<file path="config.mk">
export PLATFORM = sky130hd
export DESIGN_NAME = fetch_controller
export DESIGN_NICKNAME = d
export VERILOG_FILES = /design/src/rtl/fetch_controller.sv
export SDC_FILE = /design/constraint.sdc
export NUM_CORES = 1
export LEC_CHECK = 0
export ABC_AREA = 1
export ABC_CLOCK_PERIOD_IN_PS = 4200
export CAP_MARGIN = 25
export CELL_PAD_IN_SITES_DETAIL_PLACEMENT = 1
export CELL_PAD_IN_SITES_GLOBAL_PLACEMENT = 1
export CORE_UTILIZATION = 30
export DETAILED_ROUTE_END_ITERATION = 10
export PLACE_DENSITY_LB_ADDON = 0.1
export SYNTH_ARGS = -nofsm -noshare
export SYNTH_HDL_FRONTEND = slang
export SYNTH_SLANG_ARGS = --single-unit
</file>
<file path="constraint.sdc">
create_clock -name clk -period 4.2 [get_ports clk]
set_clock_uncertainty 0.15 [all_clocks]
set_input_delay 0.42 -clock clk [delete_from_list [all_inputs] [get_ports clk]]
set_output_delay 0.42 -clock clk [all_outputs]
set_load 0.005 [all_outputs]
</file>
<file path="src/rtl/fetch_controller.sv">
// rtl/fetch_controller.sv - instruction-fetch sequencer between the PC and instruction memory
module fetch_controller #(
    parameter int ADDR_W  = 32,
    parameter int DATA_W  = 32,
    parameter int TIMEOUT = 16
) (
    input  logic              clk,
    input  logic              rst_n,
    input  logic [ADDR_W-1:0] pc_in,
    output logic              pc_write,
    output logic [ADDR_W-1:0] next_pc,
    output logic              imem_req,
    output logic [ADDR_W-1:0] imem_addr,
    input  logic              imem_gnt,
    input  logic              imem_rvalid,
    input  logic [DATA_W-1:0] imem_rdata,
    input  logic              redirect,
    input  logic [ADDR_W-1:0] redirect_pc,
    output logic              if_valid,
    input  logic              if_ready,
    output logic [DATA_W-1:0] if_instr,
    output logic [ADDR_W-1:0] if_pc,
    output logic              fetch_fault
);

    localparam logic [2:0] S_IDLE  = 3'd0;
    localparam logic [2:0] S_REQ   = 3'd1;
    localparam logic [2:0] S_RESP  = 3'd2;
    localparam logic [2:0] S_HOLD  = 3'd3;
    localparam logic [2:0] S_DRAIN = 3'd4;
    localparam logic [2:0] S_FAULT = 3'd5;

    localparam int CNT_W = $clog2(TIMEOUT + 1);

    logic [2:0]        state_q, state_d;
    logic [CNT_W-1:0]  wait_q, wait_d;
    logic [ADDR_W-1:0] addr_q, addr_d;
    logic [ADDR_W-1:0] if_pc_q, if_pc_d;
    logic [DATA_W-1:0] instr_q, instr_d;

    logic              aligned;
    logic              accept;
    logic [CNT_W-1:0]  wait_inc;
    logic              wait_hit;

    assign aligned  = (pc_in[1:0] == 2'b00);
    assign accept   = (state_q == S_HOLD) && if_ready;
    assign wait_inc = wait_q + CNT_W'(1);
    assign wait_hit = (wait_inc == CNT_W'(TIMEOUT));

    always_comb begin
        state_d = state_q;
        wait_d  = wait_q;
        addr_d  = addr_q;
        instr_d = instr_q;
        if_pc_d = if_pc_q;
        case (state_q)
            S_IDLE: begin
                state_d = S_REQ;
                wait_d  = '0;
            end
            S_REQ: begin
                if (!aligned) begin
                    state_d = S_FAULT;
                end else if (imem_gnt) begin
                    state_d = S_RESP;
                    addr_d  = pc_in;
                    wait_d  = '0;
                end else if (wait_hit) begin
                    state_d = S_FAULT;
                end else begin
                    wait_d = wait_inc;
                end
            end
            S_RESP: begin
                if (imem_rvalid) begin
                    state_d = S_HOLD;
                    instr_d = imem_rdata;
                    if_pc_d = addr_q;
                end else if (wait_hit) begin
                    state_d = S_FAULT;
                end else begin
                    wait_d = wait_inc;
                end
            end
            S_HOLD: begin
                if (if_ready) begin
                    state_d = S_REQ;
                    wait_d  = '0;
                end
            end
            S_DRAIN: begin
                if (imem_rvalid) begin
                    state_d = S_IDLE;
                end else if (wait_hit) begin
                    state_d = S_FAULT;
                end else begin
                    wait_d = wait_inc;
                end
            end
            default: state_d = S_FAULT;
        endcase

        // A redirect overrides everything; a granted-but-unanswered read must be drained.
        if (redirect) begin
            instr_d = instr_q;
            if_pc_d = if_pc_q;
            wait_d  = '0;
            case (state_q)
                S_REQ:   state_d = (aligned && imem_gnt) ? S_DRAIN : S_IDLE;
                S_RESP:  state_d = imem_rvalid ? S_IDLE : S_DRAIN;
                default: state_d = S_IDLE;
            endcase
        end
    end

    always_ff @(posedge clk) begin
        if (!rst_n) begin
            state_q <= S_IDLE;
            wait_q  <= '0;
            addr_q  <= '0;
            instr_q <= '0;
            if_pc_q <= '0;
        end else begin
            state_q <= state_d;
            wait_q  <= wait_d;
            addr_q  <= addr_d;
            instr_q <= instr_d;
            if_pc_q <= if_pc_d;
        end
    end

    assign imem_req    = (state_q == S_REQ) && aligned;
    assign imem_addr   = imem_req ? pc_in : '0;
    assign if_valid    = (state_q == S_HOLD);
    assign if_instr    = instr_q;
    assign if_pc       = if_pc_q;
    assign fetch_fault = (state_q == S_FAULT);
    assign pc_write    = redirect || accept;
    assign next_pc     = redirect ? redirect_pc :
                         accept   ? if_pc_q + ADDR_W'(4) : '0;

endmodule

</file>
==> flow_summary_export.csv <==
group,metric,value,unit
timing,fmax,285.9,MHz
placement,dp.cells,1213,
die,fp.coreArea,16760,um2
worst_setup_path,crit_top_cell,"nand2_1",
synth,synth-seq-area-share,0.4007,
synth,postSynthAreaPerCell,6.536,um2
worst_setup_path,required,3630,ps
worst_setup_path,crit_family,"simple AND/OR/NAND/NOR gates",
timing,worst_slew_pin_slew,994.9,ps
synth,ys_warn_count,0,
timing,rsz0062_at_grt,"no",
synth,synth_cell_types,34,
die,start_util,0.3100,
routing,detail-route-antenna-nets,0,
clock_tree,cts-resized-gates,0,
clock_tree,post-cts-setup-buffer-count,0,
worst_setup_path,crit_fanout,17,
worst_hold_path,hold_path_class,"reg2reg",
global_routing,first_global_vias,5965,
clock_tree,cts_num_sinks,104,
synth,synth.mux.area_fraction,0,
job,maxCapViolCount,0,
synth,ys_ff_latch,104,
global_routing,grt_pass1_wl,31580,um
die,die_area,17850,um2
clock_tree,hold_buffers,0,
timing,final_hold_viol_count,0,
routing,vias_per_cell,4.814,
global_routing,grt_max_degree,66,
worst_setup_path,worstRegToRegCells,8,
worst_setup_path,crit_path_start_kind,"register",
routing,routed_wl,19480,um
timing,fin_crit,3497,ps
pwr,power.leakage,3.156,nW
timing,setup_tns,0,ps
synth,synth_xor_area_frac,0.006742,
global_routing,top_usage_layer,"met2",
placement,numPortBuffers,231,
timing,slew_headroom,0.3360,
finish,n_antenna_cell,0,
clock_tree,clock_latency,340,ps
global_routing,grt.met2_usage,0.3536,
worst_setup_path,cp_num_cells,11,
worst_setup_path,critPathKind,"reg2out",
worst_hold_path,hold_depth,2,
status,status,"completed",
worst_setup_path,cp_slowest_stage_delay,490,ps
routing,first_pass_iters,4,
synth,synth-simple-area-share,0.3111,
clock_tree,cts.reportedPaths.clkPinSlew,70,ps
die,die_w,133.6,um
worst_setup_path,cp_cell_sequence,"nand2_1 -> nor2_2 -> inv_2 -> nor2_4 -> nand2_1 -> inv_2 -> o21ai_0 -> o21ai_0 -> nand2_1 -> nand2_1 -> clkdlybuf4s50_1",
finish,final_nets,1109,
worst_setup_path,slowest_stage,"clkdlybuf4s50_1",
finish,drive_above_1_share,0.03469,
pwr,power.density,260.5,nW/um2
synth,syn_area,5196,um2
clock_tree,cts_max_level,3,
timing,slew_violations,0,
routing,vias,5917,
global_routing,overflow,0,
placement,place.gp.congestion,0.9703,
die,rows,47,
synth,synth_fa_ha_area_frac,0.004816,
finish,final_cells,1229,
global_routing,antenna_found_initial,0,
timing,finalCritPeriodShare,0.8327,
die,pin_count,234,
worst_setup_path,worst-endpoint-arrival,2930,ps
synth,synth_top_family_by_area,"simple AND/OR/NAND/NOR gates",
routing,drc,0,
clock_tree,cts_buffers,9,
finish,syn_to_final_growth,52.95,%
pwr,vdd_drop_max,0.0001852,V
global_routing,grt_use_met3,0.05518,
timing,setup-violations-final,0,
clock_tree,cts_tree,"yes",
routing,wire_per_inst,15.85,um
clock_tree,cts_max_path_buffers,2,
die,die_h,133.6,um
global_routing,groute.usage.overall,0.2225,
placement,dpl.hpwl,15040,um
routing,drt_iter0_drc,179,
worst_setup_path,cp-end-kind,"output port",
worst_setup_path,crit_buf_inv,3,
synth,syn-instance-count,795,
global_routing,grt.met1_usage,0.2996,
clock_tree,cts_root_buf,"clkbuf_16",
synth,synth-compound-area-share,0.1784,
==> placed cells by master (no fill, tap or decap), drive strengths merged <==
cell type        n
a211oi          30
a21oi           35
a22o             4
buf              8
bufinv           1
clkbuf          11
clkdlybuf4s50  230
clkinv           4
conb             2
dfxtp          104
ha               2
inv             84
nand2          135
nand3           29
nand3b           2
nand4           11
nor2           196
nor3            20
nor3b            1
nor4             1
o211ai           2
o21ai           89
o21bai           1
o221ai           1
o31ai            2
xnor2            2
xor2             2
==> tightest hold or removal path: stages (launching register included) <==
cell and delay [ps]:
dfxtp_1 300, inv_1 70, nor3_1 50
==> Yosys cell counts <==
cell type	number	share of area
nand4_1	11	0.013
clkbuf_1	24	0.017
o31ai_1	2	0.0029
buf_4	5	0.0072
nor3_4	1	0.0031
buf_1	1	0.00072
nor3b_1	1	0.0014
clkinv_1	1	0.00072
nand3_1	29	0.028
nor2_2	3	0.0036
xnor2_1	2	0.0034
conb_1	1	0.00072
ha_1	2	0.0048
o21bai_1	1	0.0014
o211ai_1	2	0.0029
nor4_1	1	0.0012
nor2_1	192	0.14
nor3_2	1	0.0019
xor2_1	2	0.0034
nand3b_1	2	0.0029
a21oi_1	35	0.034
inv_2	7	0.0051
a22o_1	4	0.0067
nor3_1	18	0.017
o21ai_1	22	0.021
inv_1	77	0.056
buf_2	9	0.0087
o221ai_1	1	0.0017
dfxtp_1	104	0.40
nand2_1	135	0.098
o21ai_0	67	0.065
buf_6	1	0.0022
a211oi_1	30	0.043
nor2_4	1	0.0022
==> worst paths after layout <==
path | to | slack (ps) | startpoint
hold / removal | addr_q[1]$_SDFFE_PN0P_ | 310 | addr_q[1]$_SDFFE_PN0P_
hold reg to reg | addr_q[1]$_SDFFE_PN0P_ | 310 | addr_q[1]$_SDFFE_PN0P_
setup / recovery | next_pc[18] | 700 | state_q[1]$_SDFFE_PN0P_
setup reg to reg | if_instr[8]$_SDFFE_PN0P_ | 2090 | state_q[1]$_SDFFE_PN0P_
==> kinds of logic (layout without fill, tap and decap cells) <==
group,after synthesis,count (layout)
AND/OR/NAND/NOR,395,395
AO/OA/AOI/OAI,164,164
buffers and inverters,125,338
flip-flops,104,104
XOR/XNOR,4,4
adder cells (fa/ha/maj),2,2
other,1,2
==> where the power goes <==
group,leakage (nW),switching (mW),internal (mW),total [mW]
Clock,0.145,0.357,0.473,0.829
Sequential,0.839,0.00695,0.994,1.00
Combinational,2.17,0.0958,0.144,0.240
Total,3.16,0.459,1.61,2.07
==> flip-flops by register name (all words and copies together), names as in the netlist <==
register and count:
wait_q 5, if_pc 32, if_instr 32, state_q 3
addr_q 32
==> per-layer routing <==
metal	up-vias	wire length (um)
li1	2996	-
met1	2704	9377
met2	198	8498
met3	19	1325
met4	0	276
met5	-	0
==> per-stage QoR <==
stage	power [mW]	area (um2)	hold slack [ps]	utilization	setup slack (ps)
6_report	2.070	7948	312.3	0.4742	702.6
5_1_grt	2.155	7948	348.8	0.4742	457.3
4_1_cts	2.101	7928	312.7	0.4730	712.4
3_5_place_dp	1.264	7640	305.6	0.4558	899.9
3_3_place_gp	1.262	7640	286.5	0.4558	956.5
2_1_floorplan	1.103	5200	274.2	-	2103
==> layout make-up <==
type	instances	area, um2
well taps	220	275.3
inverters	85	319.1
clock buffers	11	242.7
clock inverters	4	45.04
flip-flops and latches	104	2082
fillers	2170	8812
multi-input cells	567	2611
repair buffers	238	2372
No activity file was read; power rests on OpenSTA's default activity.
